## config.mk

```make
export PLATFORM = sky130hd
export DESIGN_NAME = uart_loader
export DESIGN_NICKNAME = d
export VERILOG_FILES = /design/src/rtl/uart_loader.sv
export SDC_FILE = /design/constraint.sdc
export NUM_CORES = 1
export LEC_CHECK = 0
export CORE_ASPECT_RATIO = 0.75
export CORE_MARGIN = 1.5
export CORE_UTILIZATION = 25
export CTS_CLUSTER_SIZE = 14
export DETAILED_ROUTE_END_ITERATION = 10
export GPL_ROUTABILITY_DRIVEN = 0
export PLACE_DENSITY = 0.47
export SYNTH_ARGS = -nofsm -noshare
export SYNTH_HDL_FRONTEND = slang
export SYNTH_SLANG_ARGS = --single-unit
export TNS_END_PERCENT = 20
```

## constraint.sdc

```tcl
create_clock -name clk -period 2.71 [get_ports clk]
set_input_delay 0.542 -clock clk [delete_from_list [all_inputs] [get_ports clk]]
set_output_delay 0.542 -clock clk [all_outputs]
set_load 0.01 [all_outputs]
```

## src/rtl/uart_loader.sv

```systemverilog
// uart_loader: serial program loader for the 6502 core's test memory.
//   After reset it holds the CPU, receives an 8N1 UART stream:
//   addr_l, addr_h, len_l, len_h, payload[len]. Each payload byte is written
//   through a byte-wide write port. When the payload is complete it releases
//   the CPU.
//
// Optional feature macro: LOADER_CHECKSUM_EN
//   When defined, one extra byte follows the payload. It must equal the
//   modulo-256 sum of the payload bytes, or the load ends in error.
//
// Parameter:
//   CLKS_PER_BIT  clock cycles per UART bit (minimum 4)
// Ports:
//   clk         system clock (same clock as the core)
//   rst         synchronous active-high reset
//   rx          UART serial input, idle high, asynchronous to clk
//   mem_addr_l  write address, low byte
//   mem_addr_h  write address, high byte
//   mem_wdata   write data
//   mem_we      one-cycle write strobe per payload byte
//   cpu_hold    1 = core held, 0 = core may run
//   done        load complete (sticky until rst)
//   err         framing/checksum error (sticky until rst)
module uart_loader #(
  parameter int CLKS_PER_BIT = 104
) (
  input  logic       clk,
  input  logic       rst,
  input  logic       rx,
  output logic [7:0] mem_addr_l,
  output logic [7:0] mem_addr_h,
  output logic [7:0] mem_wdata,
  output logic       mem_we,
  output logic       cpu_hold,
  output logic       done,
  output logic       err
);

  localparam int HALF = CLKS_PER_BIT / 2;
  localparam int CW   = $clog2(CLKS_PER_BIT);

  // ---------------- input synchronizer ----------------
  logic [1:0] r_sync;
  logic       w_rx_s;

  always_ff @(posedge clk) begin
    if (rst) r_sync <= 2'b11;
    else     r_sync <= {r_sync[0], rx};
  end

  assign w_rx_s = r_sync[1];

  // ---------------- receiver ----------------
  typedef enum logic [1:0] {RX_IDLE, RX_START, RX_BITS, RX_STOP} rx_state_t;

  rx_state_t      r_rx_state, w_rx_next;
  logic [CW-1:0]  r_cnt;
  logic [2:0]     r_bit;
  logic [7:0]     r_shift;
  logic           w_half_tick, w_bit_tick;
  logic           w_rx_valid, w_frame_err;
  logic [7:0]     w_rx_byte;

  assign w_half_tick = (r_cnt == CW'(HALF - 1));
  assign w_bit_tick  = (r_cnt == CW'(CLKS_PER_BIT - 1));
  // By the time STOP is entered all eight data bits sit in the shifter.
  assign w_rx_byte   = r_shift;

  always_comb begin
    w_rx_next   = r_rx_state;
    w_rx_valid  = 1'b0;
    w_frame_err = 1'b0;
    case (r_rx_state)
      RX_IDLE:  if (!w_rx_s) w_rx_next = RX_START;
      // A start bit that is high again at mid-bit is a glitch: drop it silently.
      RX_START: if (w_half_tick) w_rx_next = w_rx_s ? RX_IDLE : RX_BITS;
      RX_BITS:  if (w_bit_tick && r_bit == 3'd7) w_rx_next = RX_STOP;
      RX_STOP: begin
        if (w_bit_tick) begin
          w_rx_next = RX_IDLE;
          if (w_rx_s) w_rx_valid  = 1'b1;
          else        w_frame_err = 1'b1;
        end
      end
      default:  w_rx_next = RX_IDLE;
    endcase
  end

  always_ff @(posedge clk) begin
    if (rst) begin
      r_rx_state <= RX_IDLE;
      r_cnt      <= '0;
      r_bit      <= '0;
    end else begin
      r_rx_state <= w_rx_next;
      case (r_rx_state)
        RX_IDLE: begin
          r_cnt <= '0;
          r_bit <= '0;
        end
        RX_START: r_cnt <= w_half_tick ? '0 : r_cnt + 1'b1;
        RX_BITS: begin
          if (w_bit_tick) begin
            r_cnt <= '0;
            r_bit <= r_bit + 1'b1;
          end else begin
            r_cnt <= r_cnt + 1'b1;
          end
        end
        RX_STOP:  r_cnt <= w_bit_tick ? '0 : r_cnt + 1'b1;
        default:  r_cnt <= '0;
      endcase
    end
  end

  // LSB-first shift of data bits; pure data, no reset needed.
  always_ff @(posedge clk) begin
    if (r_rx_state == RX_BITS && w_bit_tick) r_shift <= {w_rx_s, r_shift[7:1]};
  end

  // ---------------- loader ----------------
  typedef enum logic [2:0] {
    LD_ADDR_L, LD_ADDR_H, LD_LEN_L, LD_LEN_H, LD_DATA,
`ifdef LOADER_CHECKSUM_EN
    LD_CKSUM,
`endif
    LD_DONE, LD_ERROR
  } ld_state_t;

`ifdef LOADER_CHECKSUM_EN
  localparam ld_state_t LD_PAYLOAD_END = LD_CKSUM;
  logic [7:0] r_sum;
`else
  localparam ld_state_t LD_PAYLOAD_END = LD_DONE;
`endif

  ld_state_t   r_ld_state, w_ld_next;
  logic [15:0] r_addr;
  logic [15:0] r_len;
  logic [7:0]  r_wdata;
  logic        r_we;

  always_comb begin
    w_ld_next = r_ld_state;
    case (r_ld_state)
      LD_ADDR_L: if (w_rx_valid) w_ld_next = LD_ADDR_H;
      LD_ADDR_H: if (w_rx_valid) w_ld_next = LD_LEN_L;
      LD_LEN_L:  if (w_rx_valid) w_ld_next = LD_LEN_H;
      LD_LEN_H:  if (w_rx_valid)
                   w_ld_next = ({w_rx_byte, r_len[7:0]} == 16'd0) ? LD_PAYLOAD_END : LD_DATA;
      // Completion is decided on the write cycle, when the last byte goes out.
      LD_DATA:   if (r_we && r_len == 16'd1) w_ld_next = LD_PAYLOAD_END;
`ifdef LOADER_CHECKSUM_EN
      LD_CKSUM:  if (w_rx_valid) w_ld_next = (w_rx_byte == r_sum) ? LD_DONE : LD_ERROR;
`endif
      LD_DONE:   w_ld_next = LD_DONE;
      LD_ERROR:  w_ld_next = LD_ERROR;
      default:   w_ld_next = LD_ERROR;
    endcase
    if (w_frame_err && r_ld_state != LD_DONE) w_ld_next = LD_ERROR;
  end

  always_ff @(posedge clk) begin
    if (rst) begin
      r_ld_state <= LD_ADDR_L;
      r_addr     <= '0;
      r_len      <= '0;
      r_wdata    <= '0;
      r_we       <= 1'b0;
`ifdef LOADER_CHECKSUM_EN
      r_sum      <= '0;
`endif
    end else begin
      r_ld_state <= w_ld_next;
      r_we       <= 1'b0;
      case (r_ld_state)
        LD_ADDR_L: if (w_rx_valid) r_addr[7:0]  <= w_rx_byte;
        LD_ADDR_H: if (w_rx_valid) r_addr[15:8] <= w_rx_byte;
        LD_LEN_L:  if (w_rx_valid) r_len[7:0]   <= w_rx_byte;
        LD_LEN_H:  if (w_rx_valid) r_len[15:8]  <= w_rx_byte;
        LD_DATA: begin
          if (w_rx_valid) begin
            r_wdata <= w_rx_byte;
            r_we    <= 1'b1;
`ifdef LOADER_CHECKSUM_EN
            r_sum   <= r_sum + w_rx_byte;
`endif
          end
          // Address/length advance after the strobe; 16-bit add wraps naturally.
          if (r_we) begin
            r_addr <= r_addr + 16'd1;
            r_len  <= r_len - 16'd1;
          end
        end
        default: ;
      endcase
    end
  end

  assign mem_addr_l = r_addr[7:0];
  assign mem_addr_h = r_addr[15:8];
  assign mem_wdata  = r_wdata;
  assign mem_we     = r_we;
  assign cpu_hold   = (r_ld_state != LD_DONE);
  assign done       = (r_ld_state == LD_DONE);
  assign err        = (r_ld_state == LD_ERROR);

endmodule

```

==> flow_metrics.tcl <==
set metrics [dict create \
    status "finished clean" \
    nets 460 \
    synth_top_cell_by_area "dfxtp_1" \
    setup_viol 0 \
    grt_pass1_vias 3117 \
    use_met1_pct 22.8 \
    cts.sinks 66 \
    cp-end-kind "primary output" \
    synth_top_area_share_pct 31.0 \
    crit_family "buffers and inverters" \
    fillCellCount 1565 \
    synth_compound_area_share_pct 25.6 \
    rsz0062_at_grt "no" \
    finalCritPeriodShare_pct 88.5 \
    leakagePower_nw 1.55 \
    syn_avg_cell_area_sq_um 8.78 \
    top_usage_layer "met1" \
    layoutNonFillerInstCount 655 \
    startpoint_type "register" \
    die_y_um 109 \
    cts_inserted_buffers 9 \
    synthSimpleGateAreaFrac_pct 25.1 \
    synth.net_count 437 \
    core.rowCount 38 \
    htreeDepth 3 \
    ys.flop_type "dfxtp_1" \
    hold_viol_final 0 \
    hold_depth 1 \
    initial_core_util_pct 25.8 \
    synth.mux.area_fraction_pct 2.14 \
    synth_cells 427 \
    die_w_um 144 \
    antenna_found_initial 0 \
    postLayoutSetupSlackWorst_ns 0.312 \
    clock_path_buffers 2 \
    fin_setup_tns_ns 0 \
    post-route-util_pct 31.3 \
    ir_drop_mv 0.265 \
    synth_area_sq_um 3750 \
    cp_slowest_cell "clkdlybuf4s50_1" \
    coreArea_sq_um 14500 \
    wire_per_inst_um 17.1 \
    vias_per_cell 5.26 \
    worstSkewPairLatency_ns 0.33 \
    crit_arrival_ns 1.86 \
    dr_total_vias 3448 \
    powerDensity_nw_per_um2 494 \
    rr_worst_depth 4 \
    crit_chain "nor3b_1, clkdlybuf4s50_1" \
    clkSlewWorstSetupHoldPaths_ns 0.06 \
    grtUsageTotal_pct 14.9 \
    drc 0 \
    grt_pass1_wl_mm 18.2 \
    max_freq_mhz 417 \
    grtUsageMet3_pct 3.03 \
    postCtsHoldBufs 0 \
    path_depth 2 \
    synth_top_family_by_area "compound AO/OA/AOI/OAI gates" \
    dpl_cell_area_sq_um 4240 \
    worstMarginPinSlew_ns 0.874 \
    drt_iter0_markers 421 \
    yosysMostFrequentCell "dfxtp_1" \
    dieArea_sq_um 15800 \
    drv_cap 0 \
    overflow 0 \
    slew_viol_final 0 \
    cts_tree "done" \
    power_mw 2.25 \
    worst-setup-path-type "reg -> out" \
    cts_setup_buffers 0 \
    postCtsResizedCells 0 \
    antenna_cells 0 \
    area_growth_pct 21.4 \
    synth_edf_count 8 \
    hold_path_class "reg -> reg" \
    root_buffer "clkbuf_16" \
    pre_cts_ws_ns 0.570 \
    fin_worst_skew_ns 0.00565 \
    ys_ff_latch 66 \
    yosys-top-cells-count "dfxtp_1 (58), nand2_1 (40), a21oi_1 (36), nor2_1 (26), o32ai_1 (19)" \
    dp.cells 639 \
    grt_max_degree 31 \
    required_ns 2.17 \
    dp_hpwl_mm 7.70 \
    critical_path_buf_inv_count 1 \
    design_area_sq_um 4550 \
    synth_xor_area_share_pct 1.40 \
    ys_seq_area_share_pct 37.4 \
    critical_path.max_stage_delay_ns 0.60 \
    yosysWarnings 0 \
    wl_mm 11.2 \
    ant_nets 0 \
    ys_types 69 \
    ios 31 \
    min_period_ns 2.40 \
    drive_gt1_share_pct 13.6 \
    path_max_fanout 15 \
    async_reset_ff_share_pct 0 \
    synth_area_leaders "dfxtp_1 (31%), edfxtp_1 (6.4%), a21oi_1 (4.8%)" \
    synthAdderAreaFrac_pct 2.34 \
    grt.met2_usage_pct 20.7 \
    timing.hold.ws_ns 0.411 \
    drt-pass1-iter-count 5 \
    io_buffers 30 \
    slew-limit-headroom_pct 41.7 \
]
[flip-flops by register name, indices dropped and copies added, names as in the netlist, named ones only]
signal,cells
mem_we,1
r_ld_state,3
r_sync,2
r_cnt,7
r_shift,8
r_len,16
r_bit,3
r_rx_state,1
r_addr,16
mem_wdata,8
[routing by layer]
metal  part of all wire [%]  vias up
li1                       -     1680
met1                     53     1658
met2                     42      101
met3                    4.4        9
met4                   0.97        0
met5                      0        -
[where the power goes]
part | internal (mW) | total (mW) | leakage, nW | switching, mW
logic | 0.00955 | 0.0353 | 0.857 | 0.0258
registers | 0.990 | 0.995 | 0.539 | 0.00488
clock network | 0.772 | 1.22 | 0.151 | 0.448
total | 1.77 | 2.25 | 1.55 | 0.478
[final timing paths]
kind / startpoint / end / slack, ns
min: r_sync[0]$_SDFF_PP1_ / r_sync[1]$_SDFF_PP1_ / 0.41
max: r_ld_state[1]$_SDFFE_PP0P_ / err / 0.31
min reg2reg: r_sync[0]$_SDFF_PP1_ / r_sync[1]$_SDFF_PP1_ / 0.41
max reg2reg: r_ld_state[1]$_SDFFE_PP0P_ / r_addr[12]$_SDFFE_PP0P_ / 0.53
[final cells by class]
cell class | instances | area (sq um) | area share, %
flip-flops and latches | 66 | 1400 | 30.8
repair buffers | 43 | 393 | 8.63
inverters | 18 | 67.6 | 1.48
well taps | 200 | 250 | 5.50
clock inverters | 5 | 61.3 | 1.35
clock buffers | 11 | 254 | 5.58
multi-input cells | 312 | 2130 | 46.7
[layout by cell type (no fill, tap or decap), drive strengths merged, types with 7 or more instances in the layout]
| cell type | count |
|---|---|
| a21oi | 39 |
| a22oi | 10 |
| a31oi | 12 |
| and2 | 10 |
| and3 | 8 |
| buf | 14 |
| clkbuf | 11 |
| clkdlybuf4s50 | 29 |
| dfxtp | 58 |
| edfxtp | 8 |
| ha | 7 |
| inv | 19 |
| mux2i | 8 |
| nand2 | 40 |
| nand3 | 16 |
| nor2 | 34 |
| nor3 | 10 |
| nor4 | 8 |
| o32ai | 19 |
[worst reg2reg max path, delay by kind of cell (launching register included)]
family / cells / cell delay [ns]
AND/OR/NAND/NOR: 2 / 1.07
flip-flops: 1 / 0.59
AO/OA/AOI/OAI: 2 / 0.42
[cell families (layout without fill, tap and decap cells)]
logic type               Yosys count  in the layout
AO/OA/AOI/OAI                    132            132
XOR/XNOR                           6              6
AND/OR/NAND/NOR                  159            159
multiplexers                       8              8
flip-flops                        66             66
adder cells (fa/ha/maj)            7              7
buffers and inverters             49             77
No activity file was read; power rests on OpenSTA's default activity.
